$ cat src/rtl/write_buffer_pkg.sv
// Shared widths and drain-FSM state encoding for the posted-write buffer.
package write_buffer_pkg;
    localparam int WB_ADDR_W = 12;  // word address: tag + index
    localparam int WB_TAG_W  = 9;
    localparam int WB_IDX_W  = 3;
    localparam int WB_DATA_W = 32;
    localparam int WB_DEPTH  = 4;

    typedef enum logic {
        IDLE = 1'b0,
        REQ  = 1'b1
    } wb_state_e;
endpackage

$ cat src/rtl/write_buffer_match_array.sv
// Per-entry address comparator: flags every valid entry whose address equals addr.
module wb_match_array
    import write_buffer_pkg::*;
#(
    parameter int ADDR_W = WB_ADDR_W,
    parameter int DEPTH  = WB_DEPTH
) (
    input  logic [DEPTH-1:0][ADDR_W-1:0] entry_addr,
    input  logic [DEPTH-1:0]             entry_valid,
    input  logic [ADDR_W-1:0]            addr,
    output logic [DEPTH-1:0]             match
);
    for (genvar i = 0; i < DEPTH; i++) begin : g_cmp
        assign match[i] = entry_valid[i] && (entry_addr[i] == addr);
    end
endmodule

$ cat src/rtl/write_buffer.sv
// Posted-write FIFO between the write-through cache and main memory.
// Merges writes into queued (not in-flight) entries and forwards pending
// data to reads so the fill path never sees stale memory.
module write_buffer
    import write_buffer_pkg::*;
#(
    parameter int ADDR_W = WB_ADDR_W,
    parameter int DATA_W = WB_DATA_W,
    parameter int DEPTH  = WB_DEPTH,
    localparam int PTR_W = $clog2(DEPTH),
    localparam int CNT_W = $clog2(DEPTH) + 1
) (
    input  logic              clk,
    input  logic              reset,
    input  logic              wr_valid,
    output logic              wr_ready,
    input  logic [ADDR_W-1:0] wr_addr,
    input  logic [DATA_W-1:0] wr_data,
    input  logic [ADDR_W-1:0] rd_addr,
    output logic              rd_hit,
    output logic [DATA_W-1:0] rd_data,
    output logic              mem_req,
    output logic [ADDR_W-1:0] mem_addr,
    output logic [DATA_W-1:0] mem_data,
    input  logic              mem_ack,
    output logic [CNT_W-1:0]  count
);
    logic [DEPTH-1:0][ADDR_W-1:0] ent_addr;
    logic [DEPTH-1:0][DATA_W-1:0] ent_data;
    logic [DEPTH-1:0]             ent_valid;
    logic [PTR_W-1:0]             head, tail;
    wb_state_e                    state, state_next;

    logic [DEPTH-1:0] wr_match, rd_match, merge_cand;
    logic             push, pop, merge;
    logic [PTR_W-1:0] merge_idx, fwd_idx;
    logic [CNT_W-1:0] count_next;

    wb_match_array #(.ADDR_W(ADDR_W), .DEPTH(DEPTH)) u_merge_match (
        .entry_addr(ent_addr), .entry_valid(ent_valid), .addr(wr_addr), .match(wr_match)
    );

    wb_match_array #(.ADDR_W(ADDR_W), .DEPTH(DEPTH)) u_fwd_match (
        .entry_addr(ent_addr), .entry_valid(ent_valid), .addr(rd_addr), .match(rd_match)
    );

    // Full refuses every write, merges included, so wr_ready never depends on the address.
    assign wr_ready   = (count != CNT_W'(DEPTH));
    assign push       = wr_valid && wr_ready;
    assign pop        = (state == REQ) && mem_ack;
    assign mem_req    = (state == REQ);
    assign mem_addr   = ent_addr[head];
    assign mem_data   = ent_data[head];
    assign count_next = count + CNT_W'(push && !merge) - CNT_W'(pop);

    // Merge target: any matching entry except the head while it is being drained.
    always_comb begin
        merge_cand = wr_match;
        if (state == REQ) merge_cand[head] = 1'b0;
        merge     = |merge_cand;
        merge_idx = '0;
        for (int i = 0; i < DEPTH; i++)
            if (merge_cand[i]) merge_idx = PTR_W'(i);
    end

    // Forwarding: walk from head towards tail so the youngest match wins.
    always_comb begin
        rd_hit  = 1'b0;
        rd_data = '0;
        fwd_idx = '0;
        for (int k = 0; k < DEPTH; k++) begin
            fwd_idx = head + PTR_W'(k);
            if (rd_match[fwd_idx]) begin
                rd_hit  = 1'b1;
                rd_data = ent_data[fwd_idx];
            end
        end
    end

    // Drain FSM next state: start on a non-empty buffer, stop once it empties.
    always_comb begin
        state_next = state;
        case (state)
            IDLE:    if (count != '0) state_next = REQ;
            REQ:     state_next = (count_next != '0) ? REQ : IDLE;
            default: state_next = IDLE;
        endcase
    end

    // Drain FSM state register.
    always_ff @(posedge clk or posedge reset) begin
        if (reset) state <= IDLE;
        else       state <= state_next;
    end

    // Entry storage, pointers and occupancy.
    always_ff @(posedge clk or posedge reset) begin
        if (reset) begin
            ent_addr  <= '0;
            ent_data  <= '0;
            ent_valid <= '0;
            head      <= '0;
            tail      <= '0;
            count     <= '0;
        end else begin
            if (pop) begin
                ent_valid[head] <= 1'b0;
                head            <= head + 1'b1;
            end
            if (push) begin
                if (merge) begin
                    ent_data[merge_idx] <= wr_data;
                end else begin
                    ent_addr[tail]  <= wr_addr;
                    ent_data[tail]  <= wr_data;
                    ent_valid[tail] <= 1'b1;
                    tail            <= tail + 1'b1;
                end
            end
            count <= count_next;
        end
    end
endmodule

$ cat config.mk
export PLATFORM = sky130hd
export DESIGN_NAME = write_buffer
export DESIGN_NICKNAME = d
export VERILOG_FILES = /design/src/rtl/write_buffer_pkg.sv /design/src/rtl/write_buffer_match_array.sv /design/src/rtl/write_buffer.sv
export SDC_FILE = /design/constraint.sdc
export NUM_CORES = 1
export LEC_CHECK = 0
export BUFFER_PORTS_ARGS = -buffer_cell sky130_fd_sc_hd__buf_2
export CORE_ASPECT_RATIO = 1.75
export CORE_MARGIN = 10
export CORE_UTILIZATION = 33
export DETAILED_ROUTE_END_ITERATION = 7
export GPL_ROUTABILITY_DRIVEN = 0
export GPL_TIMING_DRIVEN = 0
export PLACE_DENSITY = 0.49
export SETUP_SLACK_MARGIN = 0.05
export SKIP_LAST_GASP = 1
export SYNTH_ARGS = -nofsm -noshare
export SYNTH_HDL_FRONTEND = slang
export SYNTH_HIERARCHICAL = 1
export SYNTH_SLANG_ARGS = --single-unit
export TNS_END_PERCENT = 5
$ cat constraint.sdc
create_clock -name clk -period 18.8 [get_ports clk]
set_input_delay 2.82 -clock clk [delete_from_list [all_inputs] [get_ports clk]]
set_output_delay 2.82 -clock clk [all_outputs]
set_load 0.01 [all_outputs]
Word level (Yosys, flattened, before mapping)
Index checks and enable logic that the tools add are counted.

operators by class
  magnitude comparators = 9
  add/subtract/negate cells = 6
  bitwise gates (word level) = 6
  equal/unequal tests = 9
  reductions and logical operators = 19
  mux-type cells = 50

operator list
  cell                   count
  $mux W32               10
  $bmux W32 S2           4
  $bwmux W128            2
  $demux W32 S2          2
  $mux W128              1
  $eq A12 B12 Y1         8
  $bwmux W48             1
  $bmux W12 S2           1
  $demux W12 S2          1
  $mux W12               2
  $lt A2 B3 Y1 const B   6
  $mux W4                4
  $logic_and A1 B1 Y1    14
  $mux W1                13
  $and A4 B4 Y4          2
  $bmux W1 S2            4
  $ge A2 B1 Y1 const B   3
  $reduce_bool A3 Y1     2
  $add A2 B1 Y2 const B  2
  $add A2 B2 Y2 const B  2
  $demux W1 S2           2
  $mux W2                2
  $not A4 Y4             1
  $or A4 B4 Y4           1
  8 further kinds        9

storage, ports and cells
  input port bits = 60
  bits in registers = 188

Logic depth before layout (Yosys ltp)
  depth after elaboration = 16
  depth in mapped cells = 19

Cells and area by module
The synthesis kept the hierarchy.

by module, submodules not included
  module          area each (um^2)  seq. area each (um^2)  cells each  instances
  write_buffer    11423.5           4704.5                 747         1
  wb_match_array  688.2             0.0                    80          2

Least setup slack after synthesis
OpenSTA, ideal clock, no wires.

  path kind = input to output
  start point = in rd_addr[2]
  end point = out rd_data[11]
  data required time = 15.980 ns
  data arrival time = 4.671 ns
  path slack = 11.309 ns
  stages = 10
  buffers on the path = 2
  path through = buf_4 xnor2_1 nand4_1 nor4_2 mux2i_1 mux2_2 nand2b_1 clkbuf_1 a221oi_1 nor2_1

between the ends
  cells in the longest elaborated chain, start to end = 8

RTL lines
  what                           RTL line                        RTL
  start, declared                write_buffer.sv:19              input logic [ADDR_W-1:0] rd_addr,
  $eq A12 B12 Y1 *               write_buffer_match_array.sv:14  assign match[i] = entry_valid[i] && (entry_addr[i] == addr);
  $logic_and A1 B1 Y1 *          write_buffer_match_array.sv:14
  net rd_match[1]                write_buffer.sv:34              logic [DEPTH-1:0] wr_match, rd_match, merge_cand;
  $bmux W1 S2                    write_buffer.sv:73              if (rd_match[fwd_idx]) begin
  $mux W1 (not written as such)  write_buffer.sv:73
  $mux W32 (3 in series)         write_buffer.sv:73
  $mux W32 *                     write_buffer.sv:73
  end, declared                  write_buffer.sv:21              output logic [DATA_W-1:0] rd_data,

Mark *: on every way through the listed nets, which the timed path passes. The rest lies on a longest branch. The select of a mux whose other input is x is not followed.

Worst setup path in the final report
  start point = in rd_addr[3]
  end point = out rd_data[30]

The elaborated chain is that of the path after synthesis.

==> metrics.txt <==
ys flop type=dfrtp_1; Clock Tree Root=clkbuf_16; period utilization=between 40% and 50%; Pwr Density=197 mW/mm2; Setup CP Type=in2out; HP Class=reg2reg; Synth cell types=44; Int Pwr=1.72 mW; Period minus WS final=8.76 ns; via-per-instance ratio=about 5.7; diodes inserted=0; Core ar.=0.0384 mm2; RSZ-0062 raised after global routing=no; CTS Hold Buffers Added=0; largest net degree at the start of global routing=123; fin. max-slew vios=0; VDD IR-drop max=0.0835 mV; hold-critical path depth=2; area of the multi-input gates=between 0.007 and 0.008 mm2; Psw=1.17 mW; total CTS buffers=17; Fillers=roughly 3.7k; Post-DP HPWL=31300 um; Initial Utilization=33.3%; Sw Share=40.6%; Iter 0 DRT Violations=505; RR Endpoint=mem_req$_DFF_PP0_; site row count=95; Wirelength per Cell=27.0 um; Synth top area share=36.8%; Total Routed Length=42000 um; post-cts sizing count=0; sequential power share=30.3%; Cells after Synth=about 900; Hold Slack=approximately 0.52 ns; CP endpoint kind=output port; post-synthesis cell area=about 0.013 mm2; Die Footprint=0.0474 mm2; Fmax=between 100 and 150 MHz; WHS Endpoint=ent_valid[2]$_DFF_PP0_; number of H-tree levels=4; Warnings, synthesis=6; endpoints failing hold=0; Clk pin slew, worst setup/hold paths=0.08 ns; share of cells above drive strength 1=between 50% and 60%; sequential area share after synthesis=36.8%; CTS tree=built; residual DRC count=0; Data arrival, critical path=5.94 ns; final setup fails=0; area grow syn2layout=14.7%; crit path max fanout=10; Fin Setup TNS=0 ns; FF-to-FF path depth=18; post-CTS setup buffer count=0; largest area contributor in the synthesized netlist=dfrtp_1; Lkg Pwr=5.76 nW; Max Clock Skew=0.0175 ns; number of flops mapped to enable cells by yosys=0; Die Height=~280 um; Max-Cap Viols=0; antenna-violating nets left=0; syn_nets=978; number of synthesized register bits=188; first-pass GRT wire length=63300 um; port buffer count=129; total track usage=17.9%; Worst-Margin Slew=0.884 ns; NumNets Final=between 1k and 1.5k; Top Ports=142; R2R Setup Slk=14.52 ns; gr ovfl total=0; number of global-route vias before repair=9656; Async SR Flop Fraction=100%; CTS sink count=188; Setup crit start kind=input port; Vias=8918; Clk network pwr share=13.0%; launching point of the worst reg2reg path=head[1]$_DFFE_PP0P_; Seq. cell area=0.00470 mm2; TritonRoute pass-1 iters=4; Slew headroom=41.1%; clk_lat worst skew=between 0.4 and 0.5 ns; Die Width=169 um; Synth area leaders=dfrtp_1, mux4_2, mux2_2; hold_sp=ent_valid[2]$_DFF_PP0_; outcome=finished, final reports clean; Critical Path RT=~16 ns; combinational fraction of design power=a little under three fifths; clk buf depth=2; initial antenna violation count=2; syn avg cell area=roughly 14 um2
[layout by cell type (no fill, tap or decap), drive strengths merged]
master and n:
a21bo 1, a21boi 2, a21o 1, a21oi 1, a221oi 32, and2 1
buf 198, bufinv 1, clkbuf 39, clkinv 4, clkinvlp 1, dfrtp 188
fa 1, ha 10, inv 19, mux2 177, mux2i 2, mux4 143
nand2 29, nand2b 2, nand3 8, nand3b 1, nand4 16, nand4b 1
nor2 38, nor2b 1, nor3 3, nor4 10, o21a 1, o21ai 3
o21bai 1, o221ai 1, o22ai 31, or3b 1, or4 1, xnor2 100
[synthesized netlist by cell type (2+ instances only)]
cell type	count
dfrtp_1	188
nand2_2	3
o21ai_0	3
mux2_1	27
nor2_1	37
xnor2_1	98
buf_6	20
buf_2	29
o22ai_1	31
mux4_2	143
nand4_1	16
nand2_1	26
clkbuf_2	2
nor4_2	9
mux2i_1	2
nand2b_1	2
ha_1	10
a221oi_1	32
nand3_1	8
buf_4	19
inv_1	11
clkbuf_1	19
mux2_2	150
xnor2_2	2
[sequential cells by signal, indices dropped and copies added, names as in the netlist]
register and flops:
ent_addr 48, ent_data 128, head 2, ent_valid 4, mem_req 1, tail 2
count 3
[area by class of cell]
cell class | count | area share [%]
well taps | 485 | 4.13
multi-input cells | 619 | 50.8
plain buffers | 89 | 4.05
inverters | 11 | 0.332
flip-flops and latches | 188 | 32.1
clock inverters | 14 | 1.02
repair buffers | 130 | 4.59
clock buffers | 18 | 2.99
[critical path, cell delays in order]
cell	delay, ns
clkbuf_2	0.14
xnor2_1	0.36
nand4_1	0.23
nor4_2	0.51
mux2i_1	0.13
mux2_2	0.38
nand2_1	0.20
clkbuf_1	0.56
o22ai_1	0.15
nor2_1	0.26
buf_2	0.19
[layer usage]
layer,part of all wire (%),global-route usage (%),wire [um],vias up
li1,-,-,-,3829
met1,35,19.1,14900,4696
met2,56,33.1,23500,312
met3,4.7,3.15,1960,77
met4,3.9,8.35,1630,4
met5,0.055,0,23,-
[how the worst max path moves through the flow]
stage,startpoint,end,depth (start not counted)
final,rd_addr[3],rd_data[30],11
after global routing,rd_addr[3],rd_data[30],11
after global placement,reset,ent_data[105]$_DFFE_PP0P_,2
after floorplan,reset,count[0]$_DFF_PP0_,1
after detailed placement,rd_addr[3],rd_data[30],11
after CTS,rd_addr[3],rd_data[30],11
[stage by stage]
stage / cell area, um2 / power (mW) / setup WS, ns / utilization [%] / std cells
2_1_floorplan: 12800 / 2.03 / 10.87 / - / 907
3_3_place_gp: 14100 / 2.51 / 8.18 / 36.6 / 1521
3_5_place_dp: 14100 / 2.54 / 10.11 / 36.7 / 1522
4_1_cts: 14700 / 2.93 / 10.10 / 38.2 / 1554
5_1_grt: 14700 / 3.07 / 9.94 / 38.2 / 1554
6_report: 14700 / 2.89 / 10.04 / 38.2 / 1554
[logic make-up after synthesis]
group,share of synthesized area (%)
flops,36.8
fa+ha+maj,1.13
buf+inv,4.97
xor+xnor,6.96
simple gates,4.92
mux,40.9
compound gates,4.38
[power by group through the flow]
| stage | Combinational [mW] | Clock (mW) | Sequential [mW] |
|---|---|---|---|
| floorplan | 1.24 | 0 | 0.792 |
| global placement | 1.65 | 0 | 0.865 |
| detailed placement | 1.66 | 0 | 0.880 |
| CTS | 1.67 | 0.388 | 0.872 |
| global route | 1.75 | 0.401 | 0.913 |
| finish | 1.64 | 0.374 | 0.875 |
(Power assumes the default switching activity.)
